## src/rtl/dr_file_if.sv

```systemverilog
// Controller-side bundle for the data-register file: write/operate port,
// two read ports and the flag/valid status returned to the controller.
interface dr_file_if #(
    parameter int unsigned WIDTH = 8,
    parameter int unsigned DEPTH = 4
);
    localparam int unsigned AW = $clog2(DEPTH);

    logic             we;
    logic [AW-1:0]    waddr;
    logic [2:0]       op;
    logic [WIDTH-1:0] din;
    logic [AW-1:0]    raddr_a;
    logic [AW-1:0]    raddr_b;
    logic [WIDTH-1:0] dout_a;
    logic [WIDTH-1:0] dout_b;
    logic             zf;
    logic             cf;
    logic [DEPTH-1:0] vld;

    modport master (
        output we, waddr, op, din, raddr_a, raddr_b,
        input  dout_a, dout_b, zf, cf, vld
    );

    modport slave (
        input  we, waddr, op, din, raddr_a, raddr_b,
        output dout_a, dout_b, zf, cf, vld
    );
endinterface

```

## src/rtl/dr_file.sv

```systemverilog
// DEPTH x WIDTH register file with one in-place operate/write port,
// two combinational read ports and registered zero/carry/valid status.
module dr_file #(
    parameter int unsigned WIDTH = 8,
    parameter int unsigned DEPTH = 4
) (
    input  logic       clk,
    input  logic       rst,
    dr_file_if.slave   bus
);
    localparam int unsigned AW = $clog2(DEPTH);

    typedef enum logic [2:0] {
        OP_LOAD = 3'b000,
        OP_CLR  = 3'b001,
        OP_INC  = 3'b010,
        OP_DEC  = 3'b011,
        OP_SHL  = 3'b100,
        OP_SHR  = 3'b101,
        OP_ROTL = 3'b110,
        OP_ROTR = 3'b111
    } op_e;

    logic [WIDTH-1:0] mem_q [DEPTH];
    logic [WIDTH-1:0] mem_d [DEPTH];
    logic             zf_q, zf_d;
    logic             cf_q, cf_d;
    logic [DEPTH-1:0] vld_q, vld_d;

    logic [WIDTH-1:0] cur;
    logic [WIDTH-1:0] res;
    logic             res_cf;

    // Result and carry-out of the selected operation on the addressed entry
    always_comb begin
        cur    = mem_q[bus.waddr];
        res    = cur;
        res_cf = 1'b0;
        unique case (op_e'(bus.op))
            OP_LOAD: res = bus.din;
            OP_CLR:  res = '0;
            OP_INC: begin
                res    = cur + WIDTH'(1);
                res_cf = &cur;
            end
            OP_DEC: begin
                res    = cur - WIDTH'(1);
                res_cf = ~|cur;
            end
            OP_SHL: begin
                res    = {cur[WIDTH-2:0], 1'b0};
                res_cf = cur[WIDTH-1];
            end
            OP_SHR: begin
                res    = {1'b0, cur[WIDTH-1:1]};
                res_cf = cur[0];
            end
            OP_ROTL: begin
                res    = {cur[WIDTH-2:0], cur[WIDTH-1]};
                res_cf = cur[WIDTH-1];
            end
            OP_ROTR: begin
                res    = {cur[0], cur[WIDTH-1:1]};
                res_cf = cur[0];
            end
            default: begin
                res    = cur;
                res_cf = 1'b0;
            end
        endcase
    end

    // Next state: only the addressed entry and the status flags move on we
    always_comb begin
        mem_d = mem_q;
        zf_d  = zf_q;
        cf_d  = cf_q;
        vld_d = vld_q;
        if (bus.we) begin
            mem_d[bus.waddr] = res;
            zf_d             = ~|res;
            cf_d             = res_cf;
            vld_d[bus.waddr] = (op_e'(bus.op) != OP_CLR);
        end
    end

    always_ff @(posedge clk or negedge rst) begin
        if (!rst) begin
            for (int unsigned i = 0; i < DEPTH; i++) begin
                mem_q[i] <= '0;
            end
            zf_q  <= 1'b0;
            cf_q  <= 1'b0;
            vld_q <= '0;
        end else begin
            mem_q <= mem_d;
            zf_q  <= zf_d;
            cf_q  <= cf_d;
            vld_q <= vld_d;
        end
    end

    // Reads see stored state only; a same-cycle write is not bypassed
    assign bus.dout_a = mem_q[bus.raddr_a];
    assign bus.dout_b = mem_q[bus.raddr_b];
    assign bus.zf     = zf_q;
    assign bus.cf     = cf_q;
    assign bus.vld    = vld_q;

    logic [AW-1:0] unused_aw;
    assign unused_aw = '0;
endmodule

```

## src/flat_wrapper.sv

```systemverilog
// flat-port wrapper written by rule: the top's interface ports become plain ports
module dr_file_flat 
#(
    parameter int unsigned WIDTH = 8,
    parameter int unsigned DEPTH = 4
)
  (clk, rst, bus_we, bus_waddr, bus_op, bus_din, bus_raddr_a, bus_raddr_b, bus_dout_a, bus_dout_b, bus_zf, bus_cf, bus_vld);
  dr_file_if #(.WIDTH(WIDTH), .DEPTH(DEPTH)) bus_i ();
  input  logic clk;
  input  logic rst;
  input wire logic [$bits(bus_i.we)-1:0] bus_we;
  input wire logic [$bits(bus_i.waddr)-1:0] bus_waddr;
  input wire logic [$bits(bus_i.op)-1:0] bus_op;
  input wire logic [$bits(bus_i.din)-1:0] bus_din;
  input wire logic [$bits(bus_i.raddr_a)-1:0] bus_raddr_a;
  input wire logic [$bits(bus_i.raddr_b)-1:0] bus_raddr_b;
  output wire logic [$bits(bus_i.dout_a)-1:0] bus_dout_a;
  output wire logic [$bits(bus_i.dout_b)-1:0] bus_dout_b;
  output wire logic [$bits(bus_i.zf)-1:0] bus_zf;
  output wire logic [$bits(bus_i.cf)-1:0] bus_cf;
  output wire logic [$bits(bus_i.vld)-1:0] bus_vld;
  assign bus_i.we = bus_we;
  assign bus_i.waddr = bus_waddr;
  assign bus_i.op = bus_op;
  assign bus_i.din = bus_din;
  assign bus_i.raddr_a = bus_raddr_a;
  assign bus_i.raddr_b = bus_raddr_b;
  assign bus_dout_a = bus_i.dout_a;
  assign bus_dout_b = bus_i.dout_b;
  assign bus_zf = bus_i.zf;
  assign bus_cf = bus_i.cf;
  assign bus_vld = bus_i.vld;
  dr_file #(.WIDTH(WIDTH), .DEPTH(DEPTH)) u_core (.clk(clk), .rst(rst), .bus(bus_i));
endmodule
```

## config.mk

```make
export PLATFORM = sky130hd
export DESIGN_NAME = dr_file_flat
export DESIGN_NICKNAME = d
export VERILOG_FILES = /design/src/rtl/dr_file_if.sv /design/src/rtl/dr_file.sv /design/src/flat_wrapper.sv
export SDC_FILE = /design/constraint.sdc
export NUM_CORES = 1
export LEC_CHECK = 0
export BUFFER_PORTS_ARGS = -buffer_cell sky130_fd_sc_hd__buf_2
export CAP_MARGIN = 20
export CELL_PAD_IN_SITES_DETAIL_PLACEMENT = 0
export CELL_PAD_IN_SITES_GLOBAL_PLACEMENT = 1
export CORE_MARGIN = 2
export CORE_UTILIZATION = 44
export DETAILED_ROUTE_END_ITERATION = 10
export MAX_ROUTING_LAYER = met4
export PLACE_DENSITY_LB_ADDON = 0.1
export SKIP_CTS_REPAIR_TIMING = 1
export SLEW_MARGIN = 0
export SYNTH_ARGS = -nofsm -noshare
export SYNTH_HDL_FRONTEND = slang
export SYNTH_SLANG_ARGS = --single-unit
```

## constraint.sdc

```tcl
create_clock -name clk -period 2.9 [get_ports clk]
set_input_delay 0 -clock clk [delete_from_list [all_inputs] [get_ports clk]]
set_output_delay 0 -clock clk [all_outputs]
set_load 0.02 [all_outputs]
```

==> impl_metrics.yaml <==
status:
  status: "finished clean"
worst_hold_path:
  hold_path_class: "in2reg"
final_layout:
  finalNetCount: 327
  final_core_util: 0.542
  diodes: 0
  syn_to_final_growth_pct: 17.2
  finalInstanceArea_sq_um: 3040
  drive_above_1_share: 0.315
routing:
  routed_wl_mm: 7.04
  drt_first_pass_iters: 4
  drt-initial-drc-count: 252
  drc: 0
  wire_per_inst_um: 18.8
  drt-vias-per-instance: 5.94
  ant_nets: 0
  vias: 2222
worst_setup_path:
  crit_chain: "mux4_2, buf_4, or4b_1, a31o_1, a21oi_2, xnor2_1, o21ai_0, o41ai_1"
  critPathRequiredTime_ps: 3090
  slowest_delay_ps: 530
  start_kind: "flip-flop"
  arrival_ps: 2940
  worst_setup_path_end_kind: "flip-flop"
  crit_type: "reg2reg"
  critPathMaxFanout: 6
  crit_path_top_delay_cell: "mux4_2"
yosys:
  yosysSeqAreaShare: 0.367
  synth.avg_cell_area_sq_um: 10.1
  synth_edf_count: 0
  ys.flop_type: "dfrtp_1"
  synthCells: 257
  yosysMostFrequentCell: "nand2_1"
  ys_seq_elements: 38
  synth_area_leaders: "dfrtp_1 37%, mux4_2 21%, o21ai_0 6.8%"
  post-synth-top-area-cell: "dfrtp_1"
  synthTopCellsByCount: "43 x nand2_1, 38 x dfrtp_1, 35 x o21ai_0"
  syn_area_sq_um: 2590
  yosys.cell_types.count: 45
  syn_nets: 283
  async_reset_ff_frac: 1.00
  synth_top_area_frac: 0.367
  ys.warnings.count: 0
global_routing:
  track_usage: 0.235
  grt_max_degree: 39
  antenna_found_initial: 0
  grt_overflow: 0
  use_met1: 0.333
  use_met2: 0.355
  grt_pass1_vias: 2069
  met3_usage: 0.0422
  grt_pass1_wl_mm: 11.1
  gr-max-usage-layer: "met2"
timing:
  setup_violations: 0
  hold_violations: 0
  drv_slew: 0
  worstMarginPinSlew_ps: 862
  slew_headroom: 0.426
  rsz0062_at_grt: "false"
  tns_ps: 0
  fin_skew_ps: 8.48
  min_period_ps: 2750
  finalCritPeriodShare: 0.949
  fmax_ghz: 0.363
  fin_ws_ps: 149
die:
  io_pins: 42
  die_h_um: 80.8
  start_util: 0.463
  core-area_sq_um: 5610
  die_area_sq_um: 6520
  die_w_um: 80.8
  row_count: 27
placed_design:
  gp_congestion: 0.865
  dpl.hpwl_mm: 5.11
  dp_slack_ps: 111
  io_buffers: 41
  placedInstanceArea_sq_um: 2910
clocking:
  clk_root_buffer_cell: "clkbuf_8"
  clk_latency_ps: 300
  cts.sinks: 38
  cts_tree: "done"
  clk_path_buf_depth: 2
  cts_buffers: 5
  clkTransAtPathRegs_ps: 80
  htreeDepth: 2
power:
  p_per_area_nw_per_um2: 684
  vdd_drop_max_v: 0.000329
  leakage_nw: 1.38
flow_run:
  cap_violations: 0
==> power breakdown <==
part           internal, mW  switching, mW  total, mW
sequential            0.650          0.111      0.761
clock                 0.253          0.197      0.450
combinational         0.395          0.474      0.869
total                  1.30          0.781       2.08
==> kinds of logic (layout without fill, tap and decap cells) <==
| family | Yosys count | in the layout | synth area share |
|---|---|---|---|
| simple gates | 79 | 79 | 0.142 |
| compound gates | 76 | 76 | 0.176 |
| flops | 38 | 38 | 0.367 |
| mux | 27 | 27 | 0.220 |
| buf+inv | 23 | 68 | 0.0386 |
| xor+xnor | 8 | 8 | 0.0270 |
| fa+ha+maj | 6 | 6 | 0.0289 |
==> cell usage in the layout, fill, tap and decap left out, types with 4 or more instances in the layout <==
cell type / instances
xnor2_1: 4
xor2_1: 4
a41oi_1: 4
dfrtp_1: 38
buf_2: 41
nand2b_1: 4
o21ai_0: 35
a21oi_1: 10
mux4_2: 24
o21ai_1: 4
nor2_1: 7
o31ai_1: 4
ha_1: 6
nand2_1: 43
clkbuf_8: 5
nand3_1: 7
buf_4: 15
==> registers in the layout, indices dropped and copies added, names as in the netlist <==
signal          cells
u_core.bus.cf       1
u_core.mem_q       32
u_core.bus.vld      4
u_core.bus.zf       1
==> metal layers <==
metal	wire, um	share of wire
met1	3280	0.47
met2	3360	0.48
met3	344	0.049
met4	55	0.0078
met5	0	0
==> worst max-delay path: cells and delay by family (launching register included) <==
kind,cells,cell delay (ps)
simple gates,1,520
compound gates,4,840
xor+xnor,1,150
mux,1,530
buf+inv,1,180
flops,1,420
==> cell type report <==
class	instances	area [sq um]
fill	560	2570
multi-input combinational	196	1550
sequential	38	951
timing repair buffer	57	328
tap	72	90.1
clock buffer	5	68.8
clock inverter	3	40.0
inverter	3	11.3
==> per-stage QoR <==
step	hold slack (ps)	std cells	total power, mW
global placement	145	364	1.61
finish	9.39	374	2.08
CTS	-159	372	2.08
detailed placement	164	364	1.63
floorplan	-296	257	1.34
global route	50.6	374	2.21
==> path summary, 6_finish.rpt <==
kind / cells past startpoint / end / startpoint / slack [ps]
worst max-delay path: 8 / u_core.bus.zf / u_core.mem_q[1] / 150
worst min-delay path: 2 / u_core.bus.cf / bus_we / 9
worst max register to register: 8 / u_core.bus.zf / u_core.mem_q[1] / 150
worst min register to register: 2 / u_core.bus.vld[0] / u_core.bus.vld[0] / 480
max in group asynchronous: 2 / u_core.mem_q[30] / rst / 2000
min in group asynchronous: 2 / u_core.bus.cf / rst / 350
(Power assumes the default switching activity.)
